$ cat config.mk
export PLATFORM = sky130hd
export DESIGN_NAME = delay_line
export DESIGN_NICKNAME = d
export VERILOG_FILES = /design/src/rtl/vision_pkg.sv /design/src/rtl/delay_stage.sv /design/src/rtl/delay_line.sv
export SDC_FILE = /design/constraint.sdc
export NUM_CORES = 1
export LEC_CHECK = 0
export BUFFER_PORTS_ARGS = -buffer_cell sky130_fd_sc_hd__buf_2
export CELL_PAD_IN_SITES_DETAIL_PLACEMENT = 0
export CELL_PAD_IN_SITES_GLOBAL_PLACEMENT = 1
export CORE_MARGIN = 5
export CORE_UTILIZATION = 40
export CTS_BUF_LIST = sky130_fd_sc_hd__clkbuf_4 sky130_fd_sc_hd__clkbuf_8 sky130_fd_sc_hd__clkbuf_16
export DETAILED_ROUTE_END_ITERATION = 8
export PLACE_DENSITY_LB_ADDON = 0.1
export SETUP_SLACK_MARGIN = 0.5
export SLEW_MARGIN = 20
export SYNTH_ARGS = -nofsm -noshare
export SYNTH_HDL_FRONTEND = slang
export SYNTH_HIERARCHICAL = 1
export SYNTH_SLANG_ARGS = --single-unit
$ cat constraint.sdc
create_clock -name clk -period 1.1 [get_ports clk]
set_input_delay 0 -clock clk [delete_from_list [all_inputs] [get_ports clk]]
set_output_delay 0 -clock clk [all_outputs]
set_load 0.01 [all_outputs]
$ cat src/rtl/vision_pkg.sv
// rtl/vision_pkg.sv - shared constants and helpers for the vision pipeline
//
// Purpose : common pixel/sideband widths and a constant-foldable clog2
//           used to size tap-select and counter ports.
// Ports   : none (package).
package vision_pkg;

  localparam int PIX_WIDTH  = 8;
  localparam int SB_SYNC_W  = 2;   // hsync, vsync
  localparam int SB_VALID_W = 1;
  localparam int SB_COORD_W = 12;  // per axis, x and y
  localparam int SB_WIDTH   = SB_SYNC_W + SB_VALID_W + 2 * SB_COORD_W;

  // Ceiling log2; returns 0 for value <= 1.
  function automatic int clog2(input int value);
    int r;
    int v;
    r = 0;
    v = value - 1;
    while (v > 0) begin
      r = r + 1;
      v = v >> 1;
    end
    return r;
  endfunction

endpackage

$ cat src/rtl/delay_stage.sv
// rtl/delay_stage.sv - one enabled register stage with async reset and sync clear
//
// Purpose : single storage element of the delay line.
// Ports   : clk, rst_n (async, active-low), ce (advance), clr (sync clear,
//           wins over ce), d (sample in), q (registered sample out).
module delay_stage #(
  parameter int WIDTH = 8
) (
  input  logic             clk,
  input  logic             rst_n,
  input  logic             ce,
  input  logic             clr,
  input  logic [WIDTH-1:0] d,
  output logic [WIDTH-1:0] q
);

  logic [WIDTH-1:0] r_q;

  always_ff @(posedge clk or negedge rst_n) begin
    if (!rst_n) begin
      r_q <= '0;
    end else if (clr) begin
      r_q <= '0;
    end else if (ce) begin
      r_q <= d;
    end
  end

  assign q = r_q;

endmodule

$ cat src/rtl/delay_line.sv
// rtl/delay_line.sv - clock-enabled multi-stage delay line with run-time tap select
//
// Purpose : aligns samples across paths of unequal latency; delay counted in
//           ce strobes, selectable per cycle, with a primed flag for the tap.
// Ports   : clk, rst_n (async, active-low), ce (advance), flush (sync clear),
//           delay_sel (delay minus one), d (sample in), q (selected tap),
//           primed (tap holds a real sample), fill (valid stages, saturating).
module delay_line
  import vision_pkg::*;
#(
  parameter  int WIDTH = PIX_WIDTH,
  parameter  int DEPTH = 4,
  localparam int SELW  = (clog2(DEPTH) > 1) ? clog2(DEPTH) : 1
) (
  input  logic             clk,
  input  logic             rst_n,
  input  logic             ce,
  input  logic             flush,
  input  logic [SELW-1:0]  delay_sel,
  input  logic [WIDTH-1:0] d,
  output logic [WIDTH-1:0] q,
  output logic             primed,
  output logic [SELW:0]    fill
);

  localparam logic [SELW:0]   FILL_MAX = (SELW + 1)'(DEPTH);
  localparam logic [SELW-1:0] MAX_TAP  = SELW'(DEPTH - 1);

  logic [WIDTH-1:0] w_stage [DEPTH];
  logic [SELW-1:0]  w_eff;
  logic [WIDTH-1:0] w_q;
  logic [SELW:0]    r_fill;

  // Stage 0 takes the input, every later stage takes its predecessor.
  for (genvar g = 0; g < DEPTH; g++) begin : g_stage
    if (g == 0) begin : g_first
      delay_stage #(.WIDTH(WIDTH)) u_stage (
        .clk   (clk),
        .rst_n (rst_n),
        .ce    (ce),
        .clr   (flush),
        .d     (d),
        .q     (w_stage[0])
      );
    end else begin : g_next
      delay_stage #(.WIDTH(WIDTH)) u_stage (
        .clk   (clk),
        .rst_n (rst_n),
        .ce    (ce),
        .clr   (flush),
        .d     (w_stage[g-1]),
        .q     (w_stage[g])
      );
    end
  end

  // Counts written stages; stops at DEPTH so primed never drops under steady ce.
  always_ff @(posedge clk or negedge rst_n) begin
    if (!rst_n) begin
      r_fill <= '0;
    end else if (flush) begin
      r_fill <= '0;
    end else if (ce && (r_fill != FILL_MAX)) begin
      r_fill <= r_fill + 1'b1;
    end
  end

  // Out-of-range selects (non power-of-two DEPTH) clamp to the deepest tap.
  assign w_eff = (delay_sel > MAX_TAP) ? MAX_TAP : delay_sel;

  always_comb begin
    w_q = '0;
    for (int i = 0; i < DEPTH; i++) begin
      if (w_eff == SELW'(i)) begin
        w_q = w_stage[i];
      end
    end
  end

  assign q      = w_q;
  assign primed = (r_fill > {1'b0, w_eff});
  assign fill   = r_fill;

endmodule

==> impl_metrics.env, run 1 <==
export IMPL_min_path_type="in -> reg"
export IMPL_status="complete, but fails checks"
export IMPL_rsz0062_at_grt="yes"
export IMPL_cts_hold_buf=1
export IMPL_hold_violations=7
export IMPL_max_cap_violations=0
export IMPL_grt_overflow=0
export IMPL_htreeDepth=2
export IMPL_cp_required_ns=1.10
export IMPL_cts_buffers_inserted=5
export IMPL_clock_path_buffers=2
export IMPL_finalNetCount=208
export IMPL_cts_sinks=35
export IMPL_grt_max_degree=35
export IMPL_max_vdd_ir_drop_uv=814.6
export IMPL_ys_warnings_count=6
export IMPL_avgSynthCellArea_um2=12.59
export IMPL_ant_nets=0
export IMPL_cts_clk_slew_worst_paths_ns=0.08
export IMPL_critPathLaunch="fill[1]"
export IMPL_dp_cells=211
export IMPL_timing_rr_end="fill[1]"
export IMPL_r2r_start="fill[0]"
export IMPL_syn_inst=136
export IMPL_synth_nets=154
export IMPL_grt_pass1_wl_mm=6.437
export IMPL_utilization=0.5980
export IMPL_wl_per_cell_um=16.59
export IMPL_drtPass1Iterations=3
export IMPL_start_util=0.4192
export IMPL_grt_pass1_vias=1280
export IMPL_path_class="reg -> out"
export IMPL_multi_input_area_um2=815.8
export IMPL_setup_violations=12
export IMPL_fmax_mhz=721.4
export IMPL_syn_area_mm2=0.001713
export IMPL_holdWs_ns=-0.05136
export IMPL_finalMaxSlewViolations=0
export IMPL_num_vias=1197
export IMPL_rows=23
export IMPL_dieArea_mm2=0.005691
export IMPL_fin_cells=241
export IMPL_grt_antenna_before_repair=0
export IMPL_cts_root_buf="clkbuf_8"
export IMPL_final_cell_mix="nor2_1 (34), dfrtp_1 (34), mux2i_1 (33), buf_6 (31), buf_2 (15)"
export IMPL_drtIter0Drc=61
export IMPL_r2r_slack_ns=-0.26
export IMPL_worstMarginPinSlew_ns=0.3150
export IMPL_regArea_um2=877.1
export IMPL_yosys_register_bits=35
export IMPL_vias_per_cell=4.967
export IMPL_power_density_mw_per_mm2=1277
export IMPL_wirelength_mm=3.997
export IMPL_finalCritPeriodShare=1.260
export IMPL_place_hpwl_mm=2.453
export IMPL_antenna_cells=0
export IMPL_drc=0
export IMPL_dieWidth_um=75.44
export IMPL_layout_min_cycle_time_ns=1.386
export IMPL_syn2layout_area_growth_pct=42.66
export IMPL_ys_types=18
export IMPL_crit_path_end="primed"
export IMPL_cts_tree="built"
export IMPL_end_kind="primary output"
export IMPL_fp_coreArea_mm2=0.004086
export IMPL_setup_worst_path_start_class="flop"
export IMPL_die_height_um=75.44
export IMPL_io_pins=26
export IMPL_cp_max_fo=2
export IMPL_gr_usage_all_layers=0.1551
export IMPL_ys_seq_area_frac=0.5113
export IMPL_gp_congestion=0.6929
export IMPL_relSlewSlack=0.7900
export IMPL_clk_insertion_delay_late_ns=0.28
export IMPL_r2r_cells=7
export IMPL_skew_ns=0.01222
export IMPL_worstPathArrival_ns=1.39
export IMPL_setup_slack_ns=-0.2862
export IMPL_io_buffers=25
export IMPL_leakage_nw=1.233
export IMPL_violations="negative hold slack, negative setup slack"
export IMPL_drive_above_1_share=0.4346
export IMPL_filler_cell_count=351
-- worst min path at each step --
stage	from	end	slack, ns	cells after the start
CTS	d[3]	g_stage[0].g_first.u_stage/q[3]	-0.05	3
floorplan	rst_n	fill[0]	-0.30	0
global route	d[3]	g_stage[0].g_first.u_stage/q[3]	-0.02	3
finish	d[3]	g_stage[0].g_first.u_stage/q[3]	-0.05	3
global placement	rst_n	fill[2]	-0.20	1
detailed placement	rst_n	fill[2]	-0.20	1
-- critical path: stages, from the launching register on --
cell and delay, ns:
dfrtp_1 0.42, ha_4 0.23, nor2b_4 0.12, o21ai_2 0.12, nand2b_1 0.06, buf_2 0.13
-- power breakdown --
group	total [mW]	leakage (nW)	switching (mW)	internal (mW)
Combinational	0.559	0.694	0.242	0.316
Clock	1.20	0.0612	0.466	0.734
Sequential	1.36	0.478	0.0338	1.33
Total	3.12	1.23	0.743	2.38
-- cells by family (layout without fill, tap and decap cells) --
group | Yosys count | count (layout) | share of synthesized area
compound gates | 3 | 3 | 0.01241
xor+xnor | 1 | 1 | 0.005114
fa+ha+maj | 4 | 4 | 0.02922
buf+inv | 13 | 68 | 0.05112
flops | 35 | 35 | 0.5113
mux | 41 | 41 | 0.2980
simple gates | 39 | 39 | 0.09277
-- registers in the layout (all words and copies together), names as in the netlist --
signal	cells
g_stage.g_next.u_stage/q	24
fill	3
g_stage.g_first.u_stage/q	8
-- area by class of cell --
class,count,share of cell area
clock buffer,6,0.03379
sequential,35,0.3589
inverter,3,0.004608
multi-input combinational,88,0.3338
clock inverter,2,0.01434
timing repair buffer,57,0.2289
tap,50,0.02560
-- synth_stat cells, drive strengths merged --
master  instances  area (um2)
dfrtp          35       875.8
nor2           34       127.6
mux2i          33       330.3
buf            10       76.31
mux4            8       180.2
ha              4       50.05
inv             3       11.26
a21boi          1       11.26
a21oi           1       5.000
and4b           1       10.01
nand2           1       3.750
nand2b          1       6.260
nor2b           1       6.260
nor3            1       5.000
o21ai           1       5.000
xnor2           1       8.760
-- layer usage --
metal,GRT usage,up-vias,wire (um)
met5,0,-,0
met4,0.05243,0,29
met1,0.2074,603,1858
met2,0.2502,18,1944
li1,-,574,-
met3,0.03430,2,165
-- repair_timing --
item	CTS	global route
setup buffers	16	5
setup endpoints to repair	47	47
pin swaps	17	12
endpoints found under the hold margin	43	1
cloned	0	0
gates resized for setup	36	7
-- through the flow --
stage	TNS [ns]	area [um2]	total power, mW	setup slack (ns)
floorplan	-0.1077	1715	1.601	-0.08365
global placement	-0.07529	1952	1.760	-0.05056
detailed placement	-0.2147	1952	1.771	-0.09573
CTS	-2.595	2379	3.130	-0.2851
global route	-3.098	2444	3.263	-0.3497
finish	-2.510	2444	3.120	-0.2862
Note: power is estimated with default switching activity, not from simulation.
==> inputs of run 2 (changes only) <==
Settings changed: SKIP_CTS_REPAIR_TIMING set to 1.
==> impl_metrics.env, run 2 (synthesis gave the netlist of run 1 again) <==
export IMPL_io_buffers=25
export IMPL_fmax_mhz=714.3
export IMPL_cts_root_buf="clkbuf_8"
export IMPL_place_hpwl_mm=2.453
export IMPL_end_kind="primary output"
export IMPL_timing_rr_end="fill[1]"
export IMPL_final_common_cell="nor2_1"
export IMPL_vias_per_cell=5.022
export IMPL_skew_ns=0.01039
export IMPL_postLayoutCellArea_mm2=0.002276
export IMPL_clock_path_buffers=2
export IMPL_dp_cells=211
export IMPL_fp_coreArea_mm2=0.004086
export IMPL_setup_slack_ns=-0.3000
export IMPL_finalNetCount=194
export IMPL_drive_above_1_share=0.3955
export IMPL_critPathLaunch="fill[0]"
export IMPL_max_vdd_ir_drop_uv=809.7
export IMPL_grt_antenna_before_repair=0
export IMPL_gp_congestion=0.6929
export IMPL_final_cell_mix="nor2_1 (34), mux2i_1 (33), dfrtp_1 (33), buf_2 (17), buf_6 (15)"
export IMPL_clk_insertion_delay_late_ns=0.28
export IMPL_fin_cells=227
export IMPL_gr_usage_all_layers=0.1416
export IMPL_relSlewSlack=0.8046
export IMPL_dieWidth_um=75.44
export IMPL_min_path_type="in -> reg"
export IMPL_r2r_cells=6
export IMPL_num_vias=1140
export IMPL_finalCritPeriodShare=1.273
export IMPL_switchingPower_mw=0.7099
export IMPL_power_density_mw_per_mm2=1332
export IMPL_largest_reg_flops=24
export IMPL_drc=0
export IMPL_pwr_share_seq=0.450
export IMPL_cts_tree="built"
export IMPL_path_class="reg -> out"
export IMPL_holdWs_ns=-0.04284
export IMPL_grt_overflow=0
export IMPL_drtPass1Iterations=4
export IMPL_cp_required_ns=1.10
export IMPL_r2r_slack_ns=-0.25
export IMPL_cts_sinks=35
export IMPL_internal_power_mw=2.321
export IMPL_cp_max_fo=3
export IMPL_wl_per_cell_um=16.38
export IMPL_layout_min_cycle_time_ns=1.400
export IMPL_clkPwrFrac=0.392
export IMPL_status="complete, but fails checks"
export IMPL_grt_pass1_vias=1159
export IMPL_post_dp_cell_area_mm2=0.001952
export IMPL_worstMarginPinSlew_ns=0.2930
export IMPL_drtIter0Drc=71
export IMPL_io_pins=26
export IMPL_hold_violations=7
export IMPL_ant_nets=0
export IMPL_grt_pass1_wl_mm=5.844
export IMPL_dieArea_mm2=0.005691
export IMPL_r2r_start="fill[0]"
export IMPL_comb_power_share=0.158
export IMPL_finalMaxSlewViolations=0
export IMPL_antenna_cells=0
export IMPL_multi_input_area_um2=817.0
export IMPL_setup_worst_path_start_class="flop"
export IMPL_die_height_um=75.44
export IMPL_crit_path_end="primed"
export IMPL_regArea_um2=878.3
export IMPL_switching_share=0.2342
export IMPL_cts_buffers_inserted=5
export IMPL_leakage_nw=1.151
export IMPL_htreeDepth=2
export IMPL_start_util=0.4192
export IMPL_violations="negative hold slack, negative setup slack"
export IMPL_cts_clk_slew_worst_paths_ns=0.08
export IMPL_filler_cell_count=350
export IMPL_setup_tns_final_ns=-2.373
export IMPL_rows=23
export IMPL_wirelength_mm=3.719
export IMPL_rsz0062_at_grt="yes"
export IMPL_max_cap_violations=0
export IMPL_worstPathArrival_ns=1.40
export IMPL_syn2layout_area_growth_pct=32.87
export IMPL_grt_max_degree=35
export IMPL_setup_violations=12
-- run 2: cell count changes in the layout (fill, tap and decap cells not counted), sizes merged --
cell / previous run / this run
buf: 56 / 42
-- run 2: area by class of cell --
| type | instances | share of cell area |
|---|---|---|
| Tap cell | 50 | 0.02749 |
| Inverter | 3 | 0.004948 |
| Clock buffer | 6 | 0.03628 |
| Clock inverter | 2 | 0.01539 |
| Multi-Input combinational cell | 88 | 0.3590 |
| Sequential cell | 35 | 0.3859 |
| Timing Repair Buffer | 43 | 0.1710 |
-- run 2: how the worst min path moves through the flow --
stage	startpoint	endpoint	slack, ns	cells after the start
global route	d[3]	g_stage[0].g_first.u_stage/q[3]	-0.02	3
CTS	rst_n	fill[2]	-0.52	1
detailed placement	rst_n	fill[2]	-0.20	1
global placement	rst_n	fill[2]	-0.20	1
floorplan	rst_n	fill[0]	-0.30	0
finish	d[3]	g_stage[0].g_first.u_stage/q[3]	-0.04	3
-- run 2: metal layers --
metal / routed length [um] / track usage / vias up
met3: 181 / 0.03562 / 2
met2: 1738 / 0.2196 / 20
met1: 1769 / 0.1922 / 575
met5: 0 / 0 / -
li1: - / - / 543
met4: 29 / 0.05243 / 0
-- run 2: power groups by stage --
stage          logic (mW)  clock network [mW]  registers [mW]
2_1_floorplan       0.220                   0            1.38
3_3_place_gp        0.378                   0            1.38
3_5_place_dp        0.386                   0            1.39
6_report            0.478                1.19            1.37
5_1_grt             0.525                1.29            1.37
4_1_cts             0.387                1.24            1.36
-- run 2: critical path, cell delays in order, from the launching register on --
cell and delay [ns]:
dfrtp_1 0.40, inv_2 0.06, buf_6 0.11, ha_4 0.24, nand2_2 0.04, o21ai_1 0.07, nand2b_1 0.06, buf_2 0.13
-- run 2: per-stage QoR --
stage          power (mW)  worst slack, ns  utilization
2_1_floorplan       1.601         -0.08365            -
3_3_place_gp        1.760         -0.05056       0.4776
3_5_place_dp        1.771         -0.09573       0.4776
4_1_cts             2.984          -0.3815       0.5064
5_1_grt             3.180          -0.3822       0.5570
6_report            3.031          -0.3000       0.5570
==> inputs of run 3 (changes only) <==
Settings changed: CAP_MARGIN set to 20, MAX_ROUTING_LAYER set to met4, SKIP_LAST_GASP set to 1.
==> impl_metrics.env, run 3 (synthesis gave the netlist of run 1 again) <==
export IMPL_cts_tree="built"
export IMPL_switchingPower_mw=0.7115
export IMPL_holdWs_ns=-0.04210
export IMPL_clk_insertion_delay_late_ns=0.28
export IMPL_htreeDepth=2
export IMPL_min_from="d[3]"
export IMPL_rows=23
export IMPL_cts_root_buf="clkbuf_8"
export IMPL_regArea_um2=878.3
export IMPL_comb_power_share=0.157
export IMPL_place_hpwl_mm=2.453
export IMPL_num_vias=1140
export IMPL_largest_reg_flops=24
export IMPL_finalNetCount=194
export IMPL_rsz0062_at_grt="yes"
export IMPL_layout_min_cycle_time_ns=1.402
export IMPL_hold_violations=7
export IMPL_cts_clk_slew_worst_paths_ns=0.08
export IMPL_path_class="reg -> out"
export IMPL_relSlewSlack=0.8042
export IMPL_switching_share=0.2346
export IMPL_status="complete, but fails checks"
export IMPL_cts_buffers_inserted=5
export IMPL_internal_power_mw=2.321
export IMPL_fmax_mhz=713.2
export IMPL_dieArea_mm2=0.005691
export IMPL_wirelength_mm=3.706
export IMPL_r2r_cells=6
export IMPL_io_buffers=25
export IMPL_drtIter0Drc=66
export IMPL_vias_per_cell=5.022
export IMPL_min_path_type="in -> reg"
export IMPL_drive_above_1_share=0.3955
export IMPL_skew_ns=0.01171
export IMPL_worstHoldPathCells=3
export IMPL_antenna_cells=0
export IMPL_die_height_um=75.44
export IMPL_max_cap_violations=0
export IMPL_syn2layout_area_growth_pct=32.65
export IMPL_cp_required_ns=1.10
export IMPL_power_density_mw_per_mm2=1335
export IMPL_power_total_mw=3.033
export IMPL_io_pins=26
export IMPL_grt_antenna_before_repair=0
export IMPL_post_dp_cell_area_mm2=0.001952
export IMPL_wl_per_cell_um=16.33
export IMPL_violations="negative hold slack, negative setup slack"
export IMPL_crit_path_top_delay_cell="dfrtp_1"
export IMPL_worstPathCellList="inv_2, buf_6, ha_4, nand2_2, o21ai_1, nand2b_1, buf_2"
export IMPL_gr_usage_all_layers=0.1459
export IMPL_cts_sinks=35
export IMPL_clock_path_buffers=2
export IMPL_end_kind="primary output"
export IMPL_start_util=0.4192
export IMPL_postLayoutCellArea_mm2=0.002272
export IMPL_critPathLaunch="fill[0]"
export IMPL_r2r_start="fill[0]"
export IMPL_post_place_ws_ns=-0.09573
export IMPL_fin_cells=227
export IMPL_cp_max_fo=3
export IMPL_fp_coreArea_mm2=0.004086
export IMPL_finalMaxSlewViolations=0
export IMPL_leakage_nw=1.150
export IMPL_final_cell_mix="nor2_1 (34), mux2i_1 (33), dfrtp_1 (33), buf_2 (17), buf_6 (14)"
export IMPL_drtPass1Iterations=4
export IMPL_pwr_share_seq=0.450
export IMPL_gp_congestion=0.7004
export IMPL_grt_pass1_wl_mm=5.837
export IMPL_filler_cell_count=350
export IMPL_clkPwrFrac=0.392
export IMPL_finalCritPeriodShare=1.275
export IMPL_worstPathArrival_ns=1.40
export IMPL_grt_overflow=0
export IMPL_dieWidth_um=75.44
export IMPL_r2r_slack_ns=-0.25
export IMPL_setup_slack_ns=-0.3021
export IMPL_critPathMaxStageDelay_ns=0.40
export IMPL_setup_violations=12
export IMPL_worstMarginPinSlew_ns=0.2938
export IMPL_multi_input_area_um2=817.0
export IMPL_grt_max_degree=35
export IMPL_dp_cells=211
export IMPL_ant_nets=0
export IMPL_drc=0
export IMPL_final_common_cell="nor2_1"
export IMPL_setup_worst_path_start_class="flop"
export IMPL_max_vdd_ir_drop_uv=809.7
export IMPL_grt_pass1_vias=1160
## run 3: cell count changes in the layout (fill, tap and decap cells not counted)
cell and change:
buf_4 +1, buf_6 -1
## run 3: critical path: cells and delay by family, from the launching register on
kind            cells  cell delay, ns
simple gates        2            0.10
compound gates      1            0.07
flops               1            0.40
fa+ha+maj           1            0.25
buf+inv             3            0.30
## run 3: through the flow
stage	setup TNS (ns)	hold slack [ns]	util
finish	-2.375	-0.04210	0.5560
global route	-2.945	-0.01612	0.5560
CTS	-2.349	-0.5192	0.5064
detailed placement	-0.2147	-0.2020	0.4776
global placement	-0.07529	-0.2010	0.4776
floorplan	-0.1077	-0.2956	-
## run 3: area by class of cell
class,instances,share of cell area
Inverter,3,0.004956
Multi-Input combinational cell,88,0.3596
Clock inverter,2,0.01542
Timing Repair Buffer,43,0.1696
Clock buffer,6,0.03634
Sequential cell,35,0.3866
Tap cell,50,0.02753
## run 3: path summary, 6_finish.rpt
kind | end
worst max-delay path | primed
worst min-delay path | g_stage[0].g_first.u_stage/q[3]
worst max register to register | fill[1]
worst min register to register | g_stage[3].g_next.u_stage/q[0]
max in group asynchronous | g_stage[1].g_next.u_stage/q[7]
min in group asynchronous | fill[2]
## run 3: routing by layer
layer | global-route usage | up-vias | routed length [um] | part of all wire
met1 | 0.1939 | 573 | 1765 | 0.48
met4 | 0.05243 | 0 | 24 | 0.0065
met2 | 0.2196 | 20 | 1746 | 0.47
li1 | - | 545 | - | -
met5 | - | - | 0 | 0
met3 | 0.03298 | 2 | 170 | 0.046
## run 3: power groups by stage
stage | Clock (mW) | Combinational [mW] | Sequential (mW)
floorplan | 0 | 0.220 | 1.38
global placement | 0 | 0.378 | 1.38
detailed placement | 0 | 0.386 | 1.39
CTS | 1.24 | 0.387 | 1.36
global route | 1.29 | 0.524 | 1.37
finish | 1.19 | 0.478 | 1.37
